==> src/rtl/mem_port_arbiter_pkg.sv <==
// -----------------------------------------------------------------------------
// mem_port_arbiter_pkg
//   Shared types for the unified memory port arbiter: FSM state encoding,
//   the request-field bundle that is muxed onto the memory port, and the
//   default bus widths used by the interface and the arbiter.
// -----------------------------------------------------------------------------
package mem_port_arbiter_pkg;

    localparam int MEM_ARB_ADDR_W = 32;
    localparam int MEM_ARB_DATA_W = 32;
    localparam int MEM_ARB_STRB_W = MEM_ARB_DATA_W / 8;

    typedef enum logic [1:0] {
        MEM_ARB__IDLE     = 2'd0,
        MEM_ARB__GNT_CORE = 2'd1,
        MEM_ARB__GNT_HOST = 2'd2
    } mem_arb_state_t;

    // Fields of one access as presented by a requester.
    typedef struct packed {
        logic [MEM_ARB_STRB_W-1:0] we;
        logic [MEM_ARB_ADDR_W-1:0] addr;
        logic [MEM_ARB_DATA_W-1:0] wdata;
    } mem_req_t;

    // An access with no byte strobes set is a read.
    function automatic logic mem_arb_is_read(input logic [MEM_ARB_STRB_W-1:0] we);
        return (we == '0);
    endfunction

endpackage

==> src/rtl/mem_port_arbiter_if.sv <==
// -----------------------------------------------------------------------------
// mem_port_arbiter_if
//   One requester's side of the shared memory port.
//   master : the requester (core or host) - drives req/we/addr/wdata,
//            receives gnt/rvalid/rdata.
//   slave  : the arbiter - the reverse directions.
//   req    : access request, held with fields stable until gnt
//   we     : byte write strobes, all zero = read
//   addr   : byte address
//   wdata  : write data
//   gnt    : access performed at the end of this cycle
//   rvalid : read data valid (cycle after a read grant)
//   rdata  : read data, holds last value when rvalid is low
// -----------------------------------------------------------------------------
interface mem_port_arbiter_if
    import mem_port_arbiter_pkg::*;
#(
    parameter int ADDR_W = MEM_ARB_ADDR_W,
    parameter int DATA_W = MEM_ARB_DATA_W
);

    logic                req;
    logic [DATA_W/8-1:0] we;
    logic [ADDR_W-1:0]   addr;
    logic [DATA_W-1:0]   wdata;
    logic                gnt;
    logic                rvalid;
    logic [DATA_W-1:0]   rdata;

    modport master (
        output req, we, addr, wdata,
        input  gnt, rvalid, rdata
    );

    modport slave (
        input  req, we, addr, wdata,
        output gnt, rvalid, rdata
    );

endinterface

==> src/rtl/mem_port_arbiter_perf.sv <==
// -----------------------------------------------------------------------------
// mem_arb_perf
//   Performance counters for the memory port arbiter. Only compiled when
//   MEM_ARB_PERF_EN is defined.
//   clk, reset        : clock, asynchronous active-high reset
//   i_core_req        : core request
//   i_core_gnt        : core grant
//   i_host_gnt        : host grant
//   o_core_grants     : number of core grants (wraps)
//   o_host_grants     : number of host grants (wraps)
//   o_core_stall      : cycles with core request pending but not granted (wraps)
// -----------------------------------------------------------------------------
`ifdef MEM_ARB_PERF_EN
module mem_arb_perf (
    input  logic        clk,
    input  logic        reset,
    input  logic        i_core_req,
    input  logic        i_core_gnt,
    input  logic        i_host_gnt,
    output logic [31:0] o_core_grants,
    output logic [31:0] o_host_grants,
    output logic [31:0] o_core_stall
);

    logic [31:0] r_core_grants;
    logic [31:0] r_host_grants;
    logic [31:0] r_core_stall;

    always_ff @(posedge clk or posedge reset) begin
        if (reset) begin
            r_core_grants <= '0;
            r_host_grants <= '0;
            r_core_stall  <= '0;
        end else begin
            if (i_core_gnt)
                r_core_grants <= r_core_grants + 32'd1;
            if (i_host_gnt)
                r_host_grants <= r_host_grants + 32'd1;
            if (i_core_req && !i_core_gnt)
                r_core_stall <= r_core_stall + 32'd1;
        end
    end

    assign o_core_grants = r_core_grants;
    assign o_host_grants = r_host_grants;
    assign o_core_stall  = r_core_stall;

endmodule
`endif

==> src/rtl/mem_port_arbiter.sv <==
// -----------------------------------------------------------------------------
// mem_port_arbiter
//   Shares the single unified instruction/data memory port between the
//   multicycle core and a host requester (loader / debug). Registered FSM
//   with fixed core priority and a bounded host-starvation guard: after
//   CORE_MAX_RUN consecutive core grants while the host waits, one host
//   grant is forced. Back-to-back requests get one access per cycle; read
//   data returns the cycle after the grant.
//
//   Optional feature macro: MEM_ARB_PERF_EN adds the perf_* counter outputs.
//
//   Parameters
//     ADDR_W, DATA_W  bus widths; must match the package widths
//     CORE_MAX_RUN    max consecutive core grants while host waits (>= 1)
//   Ports
//     clk, reset      clock, asynchronous active-high reset
//     core_if, host_if requester interfaces (slave side)
//     mem_addr/mem_wd/mem_we  to the memory port; mem_we nonzero only in
//                     a write grant
//     mem_rd          read data, valid the cycle after the address
//     busy            FSM not idle
//     perf_core_grants/perf_host_grants/perf_core_stall (MEM_ARB_PERF_EN)
// -----------------------------------------------------------------------------
module mem_port_arbiter
    import mem_port_arbiter_pkg::*;
#(
    parameter int ADDR_W       = MEM_ARB_ADDR_W,
    parameter int DATA_W       = MEM_ARB_DATA_W,
    parameter int CORE_MAX_RUN = 4
) (
    input  logic                clk,
    input  logic                reset,
    mem_port_arbiter_if.slave   core_if,
    mem_port_arbiter_if.slave   host_if,
    output logic [ADDR_W-1:0]   mem_addr,
    output logic [DATA_W-1:0]   mem_wd,
    output logic [DATA_W/8-1:0] mem_we,
    input  logic [DATA_W-1:0]   mem_rd,
    output logic                busy
`ifdef MEM_ARB_PERF_EN
    ,
    output logic [31:0]         perf_core_grants,
    output logic [31:0]         perf_host_grants,
    output logic [31:0]         perf_core_stall
`endif
);

    localparam int             CNT_W   = $clog2(CORE_MAX_RUN + 1);
    localparam logic [CNT_W-1:0] RUN_MAX = CNT_W'(CORE_MAX_RUN);

    mem_arb_state_t    r_state;
    mem_arb_state_t    w_next_state;
    logic [CNT_W-1:0]  r_run_cnt;
    logic              w_force_host;

    mem_req_t          w_core_fields;
    mem_req_t          w_host_fields;
    mem_req_t          w_sel;
    logic              w_core_gnt;
    logic              w_host_gnt;

    logic              r_core_rvalid;
    logic              r_host_rvalid;
    logic [DATA_W-1:0] r_core_rdata;
    logic [DATA_W-1:0] r_host_rdata;

    assign w_core_fields = '{we: core_if.we, addr: core_if.addr, wdata: core_if.wdata};
    assign w_host_fields = '{we: host_if.we, addr: host_if.addr, wdata: host_if.wdata};

    assign w_force_host = host_if.req && (r_run_cnt == RUN_MAX);

    // ---------------------------------------------------------------- state
    // NOTE: sequential state uses non-blocking assignments so every register
    // samples pre-edge values regardless of process evaluation order.
    always_ff @(posedge clk or posedge reset) begin
        if (reset)
            r_state <= MEM_ARB__IDLE;
        else
            r_state <= w_next_state;
    end

    // ----------------------------------------------------------- next state
    // NOTE: every combinational output gets a default first so no path
    // through the block leaves it unassigned (which would infer a latch).
    always_comb begin
        w_next_state = MEM_ARB__IDLE;
        if (core_if.req && !w_force_host)
            w_next_state = MEM_ARB__GNT_CORE;
        else if (host_if.req)
            w_next_state = MEM_ARB__GNT_HOST;
    end

    // -------------------------------------------------------------- outputs
    // A grant state only performs the access if its requester still holds
    // req; otherwise the address is shown but no strobe and no grant.
    always_comb begin
        w_sel      = '0;
        w_core_gnt = 1'b0;
        w_host_gnt = 1'b0;
        unique case (r_state)
            MEM_ARB__GNT_CORE: begin
                w_sel      = w_core_fields;
                w_core_gnt = core_if.req;
            end
            MEM_ARB__GNT_HOST: begin
                w_sel      = w_host_fields;
                w_host_gnt = host_if.req;
            end
            default: ;
        endcase
    end

    assign mem_addr = w_sel.addr;
    assign mem_wd   = w_sel.wdata;
    assign mem_we   = (w_core_gnt || w_host_gnt) ? w_sel.we : '0;
    assign busy     = (r_state != MEM_ARB__IDLE);

    assign core_if.gnt = w_core_gnt;
    assign host_if.gnt = w_host_gnt;

    // ------------------------------------------------------ starvation guard
    // The count advances when a core grant is scheduled, so the forced host
    // slot follows immediately after the CORE_MAX_RUN-th consecutive core
    // grant rather than one grant later.
    always_ff @(posedge clk or posedge reset) begin
        if (reset)
            r_run_cnt <= '0;
        else if (!host_if.req || (w_next_state == MEM_ARB__GNT_HOST))
            r_run_cnt <= '0;
        else if ((w_next_state == MEM_ARB__GNT_CORE) && (r_run_cnt != RUN_MAX))
            r_run_cnt <= r_run_cnt + 1'b1;
    end

    // ------------------------------------------------------------ read return
    always_ff @(posedge clk or posedge reset) begin
        if (reset) begin
            r_core_rvalid <= 1'b0;
            r_host_rvalid <= 1'b0;
        end else begin
            r_core_rvalid <= w_core_gnt && mem_arb_is_read(w_sel.we);
            r_host_rvalid <= w_host_gnt && mem_arb_is_read(w_sel.we);
        end
    end

    // Memory data arrives in the rvalid cycle itself, so it is passed straight
    // through then and captured so rdata holds afterwards.
    always_ff @(posedge clk or posedge reset) begin
        if (reset) begin
            r_core_rdata <= '0;
            r_host_rdata <= '0;
        end else begin
            if (r_core_rvalid)
                r_core_rdata <= mem_rd;
            if (r_host_rvalid)
                r_host_rdata <= mem_rd;
        end
    end

    assign core_if.rvalid = r_core_rvalid;
    assign host_if.rvalid = r_host_rvalid;
    assign core_if.rdata  = r_core_rvalid ? mem_rd : r_core_rdata;
    assign host_if.rdata  = r_host_rvalid ? mem_rd : r_host_rdata;

    // ---------------------------------------------------------- perf counters
`ifdef MEM_ARB_PERF_EN
    mem_arb_perf u_perf (
        .clk           (clk),
        .reset         (reset),
        .i_core_req    (core_if.req),
        .i_core_gnt    (w_core_gnt),
        .i_host_gnt    (w_host_gnt),
        .o_core_grants (perf_core_grants),
        .o_host_grants (perf_host_grants),
        .o_core_stall  (perf_core_stall)
    );
`endif

endmodule
==> src/flat_wrapper.sv <==
// flat-port wrapper written by rule: the top's interface ports become plain ports
module mem_port_arbiter_flat import mem_port_arbiter_pkg::*;
#(
    parameter int ADDR_W       = MEM_ARB_ADDR_W,
    parameter int DATA_W       = MEM_ARB_DATA_W,
    parameter int CORE_MAX_RUN = 4
)
  (clk, reset, mem_addr, mem_wd, mem_we, mem_rd, busy, core_if_req, core_if_we, core_if_addr, core_if_wdata, core_if_gnt, core_if_rvalid, core_if_rdata, host_if_req, host_if_we, host_if_addr, host_if_wdata, host_if_gnt, host_if_rvalid, host_if_rdata);
  mem_port_arbiter_if #(.ADDR_W(ADDR_W), .DATA_W(DATA_W)) core_if_i ();
  mem_port_arbiter_if #(.ADDR_W(ADDR_W), .DATA_W(DATA_W)) host_if_i ();
  input  logic clk;
  input  logic reset;
  output logic [ADDR_W-1:0] mem_addr;
  output logic [DATA_W-1:0] mem_wd;
  output logic [DATA_W/8-1:0] mem_we;
  input  logic [DATA_W-1:0] mem_rd;
  output logic busy;
  input wire logic [$bits(core_if_i.req)-1:0] core_if_req;
  input wire logic [$bits(core_if_i.we)-1:0] core_if_we;
  input wire logic [$bits(core_if_i.addr)-1:0] core_if_addr;
  input wire logic [$bits(core_if_i.wdata)-1:0] core_if_wdata;
  output wire logic [$bits(core_if_i.gnt)-1:0] core_if_gnt;
  output wire logic [$bits(core_if_i.rvalid)-1:0] core_if_rvalid;
  output wire logic [$bits(core_if_i.rdata)-1:0] core_if_rdata;
  input wire logic [$bits(host_if_i.req)-1:0] host_if_req;
  input wire logic [$bits(host_if_i.we)-1:0] host_if_we;
  input wire logic [$bits(host_if_i.addr)-1:0] host_if_addr;
  input wire logic [$bits(host_if_i.wdata)-1:0] host_if_wdata;
  output wire logic [$bits(host_if_i.gnt)-1:0] host_if_gnt;
  output wire logic [$bits(host_if_i.rvalid)-1:0] host_if_rvalid;
  output wire logic [$bits(host_if_i.rdata)-1:0] host_if_rdata;
  assign core_if_i.req = core_if_req;
  assign core_if_i.we = core_if_we;
  assign core_if_i.addr = core_if_addr;
  assign core_if_i.wdata = core_if_wdata;
  assign core_if_gnt = core_if_i.gnt;
  assign core_if_rvalid = core_if_i.rvalid;
  assign core_if_rdata = core_if_i.rdata;
  assign host_if_i.req = host_if_req;
  assign host_if_i.we = host_if_we;
  assign host_if_i.addr = host_if_addr;
  assign host_if_i.wdata = host_if_wdata;
  assign host_if_gnt = host_if_i.gnt;
  assign host_if_rvalid = host_if_i.rvalid;
  assign host_if_rdata = host_if_i.rdata;
  mem_port_arbiter #(.ADDR_W(ADDR_W), .DATA_W(DATA_W), .CORE_MAX_RUN(CORE_MAX_RUN)) u_core (.clk(clk), .reset(reset), .core_if(core_if_i), .host_if(host_if_i), .mem_addr(mem_addr), .mem_wd(mem_wd), .mem_we(mem_we), .mem_rd(mem_rd), .busy(busy));
endmodule
==> config.mk <==
export PLATFORM = sky130hd
export DESIGN_NAME = mem_port_arbiter_flat
export DESIGN_NICKNAME = d
export VERILOG_FILES = /design/src/rtl/mem_port_arbiter_pkg.sv /design/src/rtl/mem_port_arbiter_if.sv /design/src/rtl/mem_port_arbiter_perf.sv /design/src/rtl/mem_port_arbiter.sv /design/src/flat_wrapper.sv
export SDC_FILE = /design/constraint.sdc
export NUM_CORES = 1
export LEC_CHECK = 0
export BUFFER_PORTS_ARGS = -buffer_cell sky130_fd_sc_hd__buf_2
export CORE_AREA = 2 2 121 123
export DETAILED_ROUTE_END_ITERATION = 10
export DIE_AREA = 0 0 123 125
export PLACE_DENSITY = 0.68
export SETUP_SLACK_MARGIN = 0.2
export SLEW_MARGIN = 20
export SYNTH_ARGS = -nofsm -noshare
export SYNTH_HDL_FRONTEND = slang
export SYNTH_HIERARCHICAL = 1
export SYNTH_SLANG_ARGS = --single-unit
==> constraint.sdc <==
create_clock -name clk -period 2.9 [get_ports clk]
set_input_delay 0.87 -clock clk [delete_from_list [all_inputs] [get_ports clk]]
set_output_delay 0.87 -clock clk [all_outputs]
set_load 0.01 [all_outputs]
==> metrics.csv <==
stage;metric;value;unit
run_status;status;finished clean;
drt;routed wire length;13850;µm
critical_path;FF-to-FF setup slack;1350;ps
logic_synthesis;Post-Syn Nets;508;
critical_path;WS Path Type;reg2out;
clock_network;clock input transition at the sequential cells of the worst setup and hold paths;60;ps
logic_synthesis;share of the synthesized netlist area taken by xor and xnor gates;0;
sta;ratio of final minimum period to clock period;0.9003;
drt;post-detailed-route via-to-cell ratio;4.614;
drt;routed length per placed instance;16.61;µm
floorplan;total die area;15380;µm²
floorplan;Core Region;14200;µm²
pwr;leakage power total;0.003152;µW
logic_synthesis;Synth Area in Adders;0.01482;
placed_design;dpl cell area;5897;µm²
pwr;largest vdd supply drop;0.7287;mV
logic_synthesis;post-synthesis instance area;4222;µm²
pwr;power per cell area;599.4;nW/µm²
clock_network;Sink Count;71;
logic_synthesis;sequential-to-total area share from yosys stat;0.4209;
critical_path;critical-path maximum fanout;37;
min_path;start point of the worst min-delay path;u_core/r_run_cnt[0];
final_layout;area used by sequential logic in the layout;1777;µm²
final_layout;filler cell count;1376;
final_layout;most used cells in the layout excluding fill and tap cells;sky130_fd_sc_hd__buf_2, sky130_fd_sc_hd__dfrtp_1, sky130_fd_sc_hd__nor2_2, sky130_fd_sc_hd__a22oi_2, sky130_fd_sc_hd__mux2_2;
clock_network;Max H-tree Level;3;
global_routing;global-route usage over all layers;0.1691;
clock_network;Clock Tree Buf Depth;2;
critical_path;critical path endpoint category;output pin;
logic_synthesis;simple-gate share of the synthesized area;0.1100;
sta;maximum clock skew at final layout;6.947;ps
clock_network;post-cts hold buffer count;0;
min_path;hold path depth;1;
sta;Final Hold Vio Count;0;
sta;TNS Setup;0;ps
sta;Final Setup Violations;0;
critical_path;kind of start point of the critical path;flop;
logic_synthesis;Syn. warnings;6;
final_layout;most common library cell in the layout ignoring fill and taps;sky130_fd_sc_hd__buf_2;
logic_synthesis;Syn Inst Count;331;
clock_network;source-to-sink clock delay at the later pin of the worst-skew pair;330;ps
clock_network;clock tree from TritonCTS;yes;
global_routing;number of global-route vias before repair;3851;
pwr;final total power;3834;µW
placed_design;detailed-placement wirelength estimate;10820;µm
critical_path;endpoint of the worst register-to-register path;u_core/core_if.rvalid;
global_routing;antenna violations before repair;1;
drt;Via Count;3848;
logic_synthesis;number of flip-flops and latches in the synthesized netlist;71;
sta;count of final max-slew check failures;0;
final_layout;fraction of layout cells with a size suffix above 1;0.8228;
logic_synthesis;complex-gate fraction of the synthesized area;0.1956;
placed_design;number of port buffers;308;
min_path;terminating pin of the worst hold path;u_core/r_run_cnt[0];
global_routing;maximum number of pins on one net before global-route repair;72;
placed_design;global placement routability congestion;0.8238;
final_layout;area occupied by multi-input gates;2123;µm²
critical_path;R2R Path Start;u_core/r_state[0];
floorplan;std cell rows;44;
drt;DRC violation count after routing;0;
logic_synthesis;combinational family with the most area after synthesis;compound AO/OA/AOI/OAI gates;
final_layout;post-route cell area;6396;µm²
global_routing;overflow left after global routing;0;
logic_synthesis;average cell area after synthesis;12.75;µm²
clock_network;buffer type at the clock tree root;sky130_fd_sc_hd__clkbuf_16;
sta;worst slew pin tran;466.1;ps
logic_synthesis;dominant synthesized flop cell;sky130_fd_sc_hd__dfrtp_1;
sta;RSZ-0062 raised after global routing;false;
final_layout;number of nets in the finished design;821;
min_path;HP Class;reg2reg;
sta;final critical-path required period;2611;ps
critical_path;required time reported for the critical path endpoint;2030;ps
logic_synthesis;distinct cell type count after synthesis;25;
logic_synthesis;portion of netlist area occupied by mux cells;0.1731;
sta;top achievable clock speed;383.0;MHz
drt;drt first-iter violations;116;
sta;worst slew margin relative to its limit;0.6893;
final_layout;post-route core utilization;0.4503;
floorplan;die height;125;µm
clock_network;Num CTS Buffers;9;
floorplan;top-level port count;309;
global_routing;wire length of the first global-routing pass;20100;µm
critical_path;worst reg-to-reg path cell count;6;
critical_path;Critical Path Source;u_core/r_state[1];
flow_run;number of max-cap violations;0;
drt;Initial DRT Pass Iterations;4;
logic_synthesis;number of flops mapped to enable cells by yosys;0;
critical_path;arrival time of data at the critical path endpoint;1740;ps
floorplan;x dimension of the die;123;µm
floorplan;Initial Utilization;0.2972;
logic_synthesis;post-synthesis async set-or-reset flop share;1.000;
final_layout;Area Growth Syn to Fin;51.51;%
drt;antenna-violating nets left;0;
logic make-up (layout without fill, tap and decap cells):
group,after synthesis,after routing
mux,65,65
fa+ha+maj,5,5
buf+inv,40,358
compound gates,70,70
flops,71,71
simple gates,80,80
other cells,0,1
what timing repair did:
item	CTS	global route
pin swaps	1	1
endpoints found under the hold margin	0	0
cloned	0	1
gates resized for setup	2	5
endpoints found under the setup margin	56	46
setup buffers	4	5
worst max path at each step:
| stage | cells after the start | endpoint |
|---|---|---|
| 2_1_floorplan | 1 | u_core/core_if.rvalid |
| 3_3_place_gp | 7 | mem_addr[29] |
| 3_5_place_dp | 7 | mem_addr[6] |
| 4_1_cts | 6 | mem_addr[6] |
| 5_1_grt | 7 | mem_addr[6] |
| 6_report | 6 | mem_addr[16] |
synthesized netlist by cell type (all sizes together), types with 3 or more instances:
library cell  count  share of area
dfrtp            71           0.42
nor2             69          0.097
a22oi            68           0.19
mux2             64           0.17
buf              22          0.069
inv              11         0.0098
clkbuf            7         0.0068
ha                5          0.015
nor3              4         0.0047
nand2             3         0.0027
worst max-delay path, cell delays in order (launching register included):
cell and delay [ps]:
sky130_fd_sc_hd__dfrtp_1 370, sky130_fd_sc_hd__buf_4 140, sky130_fd_sc_hd__ha_4 190, sky130_fd_sc_hd__buf_16 200, sky130_fd_sc_hd__a22oi_2 310, sky130_fd_sc_hd__nor2_2 50, sky130_fd_sc_hd__buf_2 140
layer usage:
| metal | track usage | vias up | share of wire |
|---|---|---|---|
| li1 | - | 1808 | - |
| met1 | 0.2019 | 1833 | 0.40 |
| met2 | 0.2896 | 186 | 0.49 |
| met3 | 0.04699 | 19 | 0.091 |
| met4 | 0.05882 | 2 | 0.021 |
| met5 | 0 | - | 0.00094 |
registers in the layout, indices dropped and copies added, names as in the netlist:
| name | cells |
|---|---|
| u_core/core_if.rvalid | 1 |
| u_core/r_host_rdata | 32 |
| u_core/r_core_rdata | 32 |
| u_core/host_if.rvalid | 1 |
| u_core/r_run_cnt | 3 |
| u_core/r_state | 2 |
final cells by class:
class                      count  share of cell area
clock inverter                 6             0.01800
antenna                        1           0.0003912
clock buffer                  10             0.03736
timing repair buffer         331              0.2913
sequential                    71              0.2778
inverter                      11            0.007238
tap                          184             0.03599
multi-input combinational    220              0.3320
report_power, final:
part	switching, µW	internal, µW	total (µW)
logic	653	606	1260
clock network	413	867	1280
registers	59.1	1230	1290
metrics by stage:
step | setup WS (ps) | hold slack (ps) | cells
2_1_floorplan | 233.4 | 429.7 | 331
4_1_cts | 202.9 | 462.1 | 827
3_3_place_gp | 447.8 | 451.6 | 807
5_1_grt | 216.5 | 493.2 | 833
6_report | 289.2 | 460.6 | 834
3_5_place_dp | 441.2 | 454.7 | 807
No activity file was read; power rests on OpenSTA's default activity.
